`src/rtl/fifo_write_arbiter_if.sv`:
```
// Bundle of producer handshakes and the FIFO write port shared by the
// round-robin write arbiter. master = arbiter side, slave = producers/FIFO side.
interface fifo_write_arbiter_if #(
  parameter int NUM_REQ = 4,
  parameter int DATA_W  = 8
);
  logic [NUM_REQ-1:0]        req;
  logic [NUM_REQ*DATA_W-1:0] req_data;
  logic [NUM_REQ-1:0]        req_ready;
  logic [NUM_REQ-1:0]        grant;
  logic                      fifo_full;
  logic                      fifo_wr_en;
  logic [DATA_W-1:0]         fifo_data;
  logic                      busy;

  modport master (
    input  req, req_data, fifo_full,
    output req_ready, grant, fifo_wr_en, fifo_data, busy
  );

  modport slave (
    output req, req_data, fifo_full,
    input  req_ready, grant, fifo_wr_en, fifo_data, busy
  );
endinterface

```
`src/rtl/fifo_write_arbiter.sv`:
```
// Round-robin arbiter sharing one FIFO write port among NUM_REQ byte producers.
// An owner keeps the port for up to MAX_BURST accepted writes, then the grant
// rotates through one dead IDLE cycle. Writes back off while the FIFO is full.
module fifo_write_arbiter #(
  parameter int NUM_REQ   = 4,
  parameter int DATA_W    = 8,
  parameter int MAX_BURST = 4
) (
  input logic                  clk,
  input logic                  rst,
  fifo_write_arbiter_if.master bus
);

  localparam int              IDX_W        = (NUM_REQ > 1) ? $clog2(NUM_REQ) : 1;
  localparam logic [3:0]      LP_MAX_BURST = 4'(MAX_BURST);
  localparam logic [NUM_REQ-1:0] LP_ONE    = {{(NUM_REQ-1){1'b0}}, 1'b1};

  typedef enum logic {IDLE, GRANT} state_t;

  state_t             r_state;
  logic [NUM_REQ-1:0] r_grant;
  logic [IDX_W-1:0]   r_owner;
  logic [IDX_W-1:0]   r_last_owner;
  logic [3:0]         r_burst_cnt;
  logic               r_busy;

  logic               w_any;
  logic [IDX_W-1:0]   w_sel;
  int                 w_idx;
  logic               w_owner_req;
  logic               w_accept;
  logic               w_burst_done;
  logic [DATA_W-1:0]  w_data;

  // Round-robin search: first requester after the previous owner, wrapping.
  always_comb begin
    // NOTE: every variable gets a default before the loop so no path leaves it
    // unassigned; otherwise synthesis infers a latch to hold the old value.
    w_any = 1'b0;
    w_sel = '0;
    w_idx = 0;
    for (int k = 1; k <= NUM_REQ; k++) begin
      w_idx = (int'(r_last_owner) + k) % NUM_REQ;
      if (!w_any && bus.req[IDX_W'(w_idx)]) begin
        w_any = 1'b1;
        w_sel = IDX_W'(w_idx);
      end
    end
  end

  // Accept decode for the current owner; nothing is written during reset.
  always_comb begin
    w_owner_req  = bus.req[r_owner];
    w_accept     = (r_state == GRANT) && w_owner_req && !bus.fifo_full && !rst;
    w_burst_done = (r_burst_cnt + 4'd1) == LP_MAX_BURST;
    w_data       = (r_grant != '0) ? bus.req_data[int'(r_owner)*DATA_W +: DATA_W] : '0;
  end

  assign bus.fifo_wr_en = w_accept;
  assign bus.req_ready  = w_accept ? r_grant : '0;
  assign bus.fifo_data  = w_data;
  assign bus.grant      = r_grant;
  assign bus.busy       = r_busy;

  // Arbitration FSM: grant in IDLE, count accepted writes in GRANT, rotate on
  // burst completion or when the owner stops requesting.
  always_ff @(posedge clk) begin
    // NOTE: non-blocking assignments so every flop samples pre-edge values,
    // regardless of the order of statements in this block.
    if (rst) begin
      r_state      <= IDLE;
      r_grant      <= '0;
      r_owner      <= '0;
      r_last_owner <= IDX_W'(NUM_REQ - 1);
      r_burst_cnt  <= '0;
      r_busy       <= 1'b0;
    end else begin
      case (r_state)
        IDLE: begin
          if (w_any) begin
            r_state     <= GRANT;
            r_grant     <= LP_ONE << w_sel;
            r_owner     <= w_sel;
            r_burst_cnt <= '0;
            r_busy      <= 1'b1;
          end
        end
        GRANT: begin
          if (w_accept) begin
            r_burst_cnt <= r_burst_cnt + 4'd1;
          end
          // Owner drop or last write of the burst both release the port.
          if (!w_owner_req || (w_accept && w_burst_done)) begin
            r_state      <= IDLE;
            r_grant      <= '0;
            r_busy       <= 1'b0;
            r_last_owner <= r_owner;
          end
        end
        default: begin
          r_state <= IDLE;
          r_grant <= '0;
          r_busy  <= 1'b0;
        end
      endcase
    end
  end

endmodule

```
`src/flat_wrapper.sv`:
```
// flat-port wrapper written by rule: the top's interface ports become plain ports
module fifo_write_arbiter_flat 
#(
  parameter int NUM_REQ   = 4,
  parameter int DATA_W    = 8,
  parameter int MAX_BURST = 4
)
  (clk, rst, bus_req, bus_req_data, bus_fifo_full, bus_req_ready, bus_grant, bus_fifo_wr_en, bus_fifo_data, bus_busy);
  fifo_write_arbiter_if #(.NUM_REQ(NUM_REQ), .DATA_W(DATA_W)) bus_i ();
  input logic clk;
  input logic rst;
  input wire logic [$bits(bus_i.req)-1:0] bus_req;
  input wire logic [$bits(bus_i.req_data)-1:0] bus_req_data;
  input wire logic [$bits(bus_i.fifo_full)-1:0] bus_fifo_full;
  output wire logic [$bits(bus_i.req_ready)-1:0] bus_req_ready;
  output wire logic [$bits(bus_i.grant)-1:0] bus_grant;
  output wire logic [$bits(bus_i.fifo_wr_en)-1:0] bus_fifo_wr_en;
  output wire logic [$bits(bus_i.fifo_data)-1:0] bus_fifo_data;
  output wire logic [$bits(bus_i.busy)-1:0] bus_busy;
  assign bus_i.req = bus_req;
  assign bus_i.req_data = bus_req_data;
  assign bus_i.fifo_full = bus_fifo_full;
  assign bus_req_ready = bus_i.req_ready;
  assign bus_grant = bus_i.grant;
  assign bus_fifo_wr_en = bus_i.fifo_wr_en;
  assign bus_fifo_data = bus_i.fifo_data;
  assign bus_busy = bus_i.busy;
  fifo_write_arbiter #(.NUM_REQ(NUM_REQ), .DATA_W(DATA_W), .MAX_BURST(MAX_BURST)) u_core (.clk(clk), .rst(rst), .bus(bus_i));
endmodule
```
`config.mk`:
```
export PLATFORM = sky130hd
export DESIGN_NAME = fifo_write_arbiter_flat
export DESIGN_NICKNAME = d
export VERILOG_FILES = /design/src/rtl/fifo_write_arbiter_if.sv /design/src/rtl/fifo_write_arbiter.sv /design/src/flat_wrapper.sv
export SDC_FILE = /design/constraint.sdc
export NUM_CORES = 1
export LEC_CHECK = 0
export ABC_CLOCK_PERIOD_IN_PS = 4000
export CAP_MARGIN = 20
export CORE_UTILIZATION = 41
export CTS_CLUSTER_SIZE = 14
export DETAILED_ROUTE_END_ITERATION = 6
export GPL_ROUTABILITY_DRIVEN = 0
export GPL_TIMING_DRIVEN = 0
export HOLD_SLACK_MARGIN = 0.15
export PLACE_DENSITY = 0.85
export SKIP_LAST_GASP = 1
export SLEW_MARGIN = 20
export SYNTH_ARGS = -nofsm -noshare
export SYNTH_HDL_FRONTEND = slang
export SYNTH_SLANG_ARGS = --single-unit
```
`constraint.sdc`:
```
create_clock -name clk -period 4 [get_ports clk]
set_input_delay 0.6 -clock clk [delete_from_list [all_inputs] [get_ports clk]]
set_output_delay 0.6 -clock clk [all_outputs]
set_load 0.005 [all_outputs]
```
==> metrics.log <==
INFO  metric multi_input_area = 708.2 um2
INFO  metric ys_ff_latch = 14
INFO  metric yosys_warns = 0
INFO  metric io_pins = 57
INFO  metric switching_share = 28.71%
INFO  metric routed_wire_length_per_instance = 14.09 um
INFO  metric die_height = 51.87 um
INFO  metric synth_compound_gate_area_share = 13.01%
INFO  metric antenna_cells = 0
INFO  metric vias = 1,052
INFO  metric post-synth-top-area-cell = sky130_fd_sc_hd__dfxtp_1
INFO  metric maximum_capacitance_violations = 0
INFO  metric tritoncts = done
INFO  metric syn-instance-count = 108
INFO  metric post_cts_resize_count = 0
INFO  metric ys_async_sr_fraction = 0%
INFO  metric worstPathArrival = 2.52 ns
INFO  metric io_buffer_count = 56
INFO  metric die_width = 51.87 um
INFO  metric cts_max_path_buffers = 2
INFO  metric timing.critical_path.slowest_stage_cell = sky130_fd_sc_hd__mux4_1
INFO  metric ys_types = 38
INFO  metric most_frequent_cell_after_synthesis = sky130_fd_sc_hd__dfxtp_1
INFO  metric maxSlewHeadroom = 47.14%
INFO  metric report.final.slew_viol_count = 0
INFO  metric internal-power = 0.0003109 W
INFO  metric clockPowerShare = 17.6%
INFO  metric skew = 0.004861 ns
INFO  metric p_comb_share = 44.4%
INFO  metric min_path_type = register to register
INFO  metric yosysSeqAreaShare = 27.48%
INFO  metric drc_errors_left = 0
INFO  metric flow.area_growth_from_synthesis = 61.23%
INFO  metric gr-usage-all-layers = 21.69%
INFO  metric overflow = 0
INFO  metric timing.rr.start = u_core.r_owner[1]
INFO  metric r2r_setup_slack = 2.44 ns
INFO  metric nNetsFinal = 209
INFO  metric worst-path-buf-inv = 3
INFO  metric synth.area.top_cells = sky130_fd_sc_hd__dfxtp_1 27%, sky130_fd_sc_hd__mux4_2 18%, sky130_fd_sc_hd__nor2b_1 5.5%
INFO  metric drt-total-wl = 2.747 mm
INFO  metric power_leakage = 0.5944 nW
INFO  metric post_drt_via_cell_ratio = 5.395
INFO  metric rows = 17
INFO  metric final_layout_size_suffix_gt1_share = 13.17%
INFO  metric dp.cells = 192
INFO  metric timing.setup.tns = 0 ns
INFO  metric total_power = 0.0004360 W
INFO  metric detailed_placer_s_ending_hpwl = 2.219 mm
INFO  metric synth_simple_gate_area_share = 29.33%
INFO  metric cts_setup_buffers = 0
INFO  metric initial_core_util = 44.80%
INFO  metric largest_stage_delay_on_the_critical_path = 0.57 ns
INFO  metric dominantRegCellSynth = sky130_fd_sc_hd__dfxtp_1
INFO  metric worst-path-max-fanout = 7
INFO  metric r2r_cells = 5
INFO  metric first_global_vias = 962
INFO  metric cts-root-buf = sky130_fd_sc_hd__clkbuf_4
INFO  metric rsz0062_at_grt = no
INFO  metric yosys.area.top_type_share = 27.48%
INFO  metric clk_sink_count = 14
INFO  metric net-switching-power = 0.0001252 W
INFO  metric critical_path_depth = 6
INFO  metric drt_pre_antenna_iters = 4
INFO  metric cp-endpoint = bus_req_ready[2]
INFO  metric post_synth_instance_area = 1020 um2
INFO  metric ff_latch_area = 280.3 um2
INFO  metric ir_worst_vdd = 264.2 uV
INFO  metric p_per_area = 265.2 nW/um2
INFO  metric cts_hold_buffers = 0
INFO  metric antenna_violations_before_repair = 0
INFO  metric timing.final.hold_violations = 0
INFO  metric cts_inserted_buffers = 3
INFO  metric timing.fmax = 320.5 MHz
INFO  metric drtIter0Drc = 20
INFO  metric synth_top_family_by_area = simple AND/OR/NAND/NOR gates
INFO  metric finalHoldWorstSlack = 0.5042 ns
INFO  metric timing.critical_path.mode_cell = sky130_fd_sc_hd__clkdlybuf4s50_1
INFO  metric seqPwrFrac = 38.1%
INFO  metric status = finished, final reports clean
INFO  metric tightest_slew = 0.7864 ns
INFO  metric synth_mux_area_share = 25.28%
INFO  metric grt_first_pass_wirelength = 4.243 mm
INFO  metric synth-edff-count = 0
INFO  metric design.die.area = 2691 um2
INFO  metric instances_no_fill = 195
INFO  metric critical_path_cell_list = clkdlybuf4s50_1, mux4_1, nand3_2, inv_2, and2_1, clkdlybuf4s50_1
INFO  metric synth_commonest_cells = 14 x sky130_fd_sc_hd__dfxtp_1, 10 x sky130_fd_sc_hd__nor2_1, 9 x sky130_fd_sc_hd__nor2b_1
INFO  metric clk-insertion-delay-late = 0.28 ns
INFO  metric final_cycle_utilization_of_the_critical_path = 78.01%
INFO  metric avgSynthCellArea = 9.442 um2
INFO  metric worst_ep_required_time = 3.40 ns
INFO  metric ant_nets = 0
INFO  metric synthesis.nets = 148
INFO  metric placed_cell_area = 1622 um2
INFO  metric critical_path_class = input port to output pin
INFO  metric core_area = 2276 um2
INFO  metric post-route-cell-area = 1644 um2
INFO  metric synthXorXnorAreaFrac = 0%
INFO  metric start_kind = input port
INFO  metric grt_start_max_net_pins = 11
INFO  metric clk_transition_reported_paths = 0.07 ns
INFO  metric arithmetic_cell_share_of_the_synthesized_area_counting_full_adders_half_adders_and_majority_gates = 1.227%
INFO  metric worst_setup_path_startpoint = bus_req[1]
INFO  metric path_delay_family = buffers and inverters
INFO  metric r2r-end = u_core.r_last_owner[0]
INFO  metric setup.worst_path.end_class = output pin
INFO  metric fin_crit = 3.121 ns
INFO  metric total_of_endpoints_with_negative_setup_slack_in_the_final_report = 0
INFO  metric h-tree-depth = 1
INFO  metric filler_cell_count = 175
[routing by layer]
metal / up-vias / GRT usage (%) / wire [um]
met5: - / 0 / 0
met4: 0 / 7.658 / 30
met3: 5 / 7.895 / 285
met2: 45 / 37.61 / 1304
met1: 482 / 24.08 / 1126
li1: 520 / - / -
[worst register-to-register path, cell delays in order (launching register included)]
cell and delay (ns):
sky130_fd_sc_hd__dfxtp_1 0.40, sky130_fd_sc_hd__mux2_2 0.36, sky130_fd_sc_hd__nor3b_1 0.19, sky130_fd_sc_hd__a311o_1 0.13
sky130_fd_sc_hd__buf_2 0.21, sky130_fd_sc_hd__mux2i_1 0.21
[how the worst min path moves through the flow]
stage	from	end	cells past startpoint
6_report	u_core.r_burst_cnt[1]	u_core.r_burst_cnt[1]	2
5_1_grt	u_core.r_burst_cnt[1]	u_core.r_burst_cnt[1]	2
4_1_cts	u_core.r_burst_cnt[0]	u_core.r_burst_cnt[0]	2
3_5_place_dp	u_core.r_burst_cnt[0]	u_core.r_burst_cnt[0]	2
3_3_place_gp	u_core.r_burst_cnt[1]	u_core.r_burst_cnt[1]	2
2_1_floorplan	u_core.r_burst_cnt[1]	u_core.r_burst_cnt[1]	2
[state kept, by name, summed over array words and instances, names as in the netlist]
signal,flops
u_core.r_owner,2
u_core.r_state,1
u_core.bus.grant,4
u_core.r_last_owner,2
u_core.r_burst_cnt,4
u_core.bus.busy,1
[cell usage in the layout, fill, tap and decap left out, drive strengths merged, types with 2 or more instances in the layout]
master,n
a21oi,3
and2,5
buf,5
clkbuf,3
clkdlybuf4s50,56
dfxtp,14
inv,2
mux2i,4
mux4,9
nand2,6
nand2b,5
nand3,8
nor2,10
nor2b,9
nor3,2
nor4,3
o21ai,3
o22ai,5
[kinds of logic (layout without fill, tap and decap cells)]
logic type	count (synthesis)	in the layout
flops	14	14
simple gates	53	53
mux	14	14
fa+ha+maj	1	1
compound gates	19	19
buf+inv	7	66
[stage by stage]
step / setup slack [ns] / utilization, %
6_report: 0.8794 / 72.24
5_1_grt: 0.7853 / 72.24
4_1_cts: 0.8647 / 72.24
2_1_floorplan: 1.946 / -
3_5_place_dp: 0.8671 / 71.25
3_3_place_gp: 0.9223 / 70.97
[power by group through the flow]
stage               registers, W  clock network (W)  logic (W)
floorplan               0.000166                  0  0.0000978
global placement        0.000167                  0   0.000190
detailed placement      0.000169                  0   0.000195
CTS                     0.000166          0.0000775   0.000195
global route            0.000167          0.0000857   0.000209
finish                  0.000166          0.0000767   0.000193
[area by class of cell]
cell class / count / area share (%)
Inverter: 2 / 0.4566
Multi-Input combinational cell: 87 / 43.07
Timing Repair Buffer: 56 / 34.09
Buffer: 5 / 1.826
Clock buffer: 3 / 1.370
Tap cell: 28 / 2.131
Sequential cell: 14 / 17.05
Note: power is estimated with default switching activity, not from simulation.
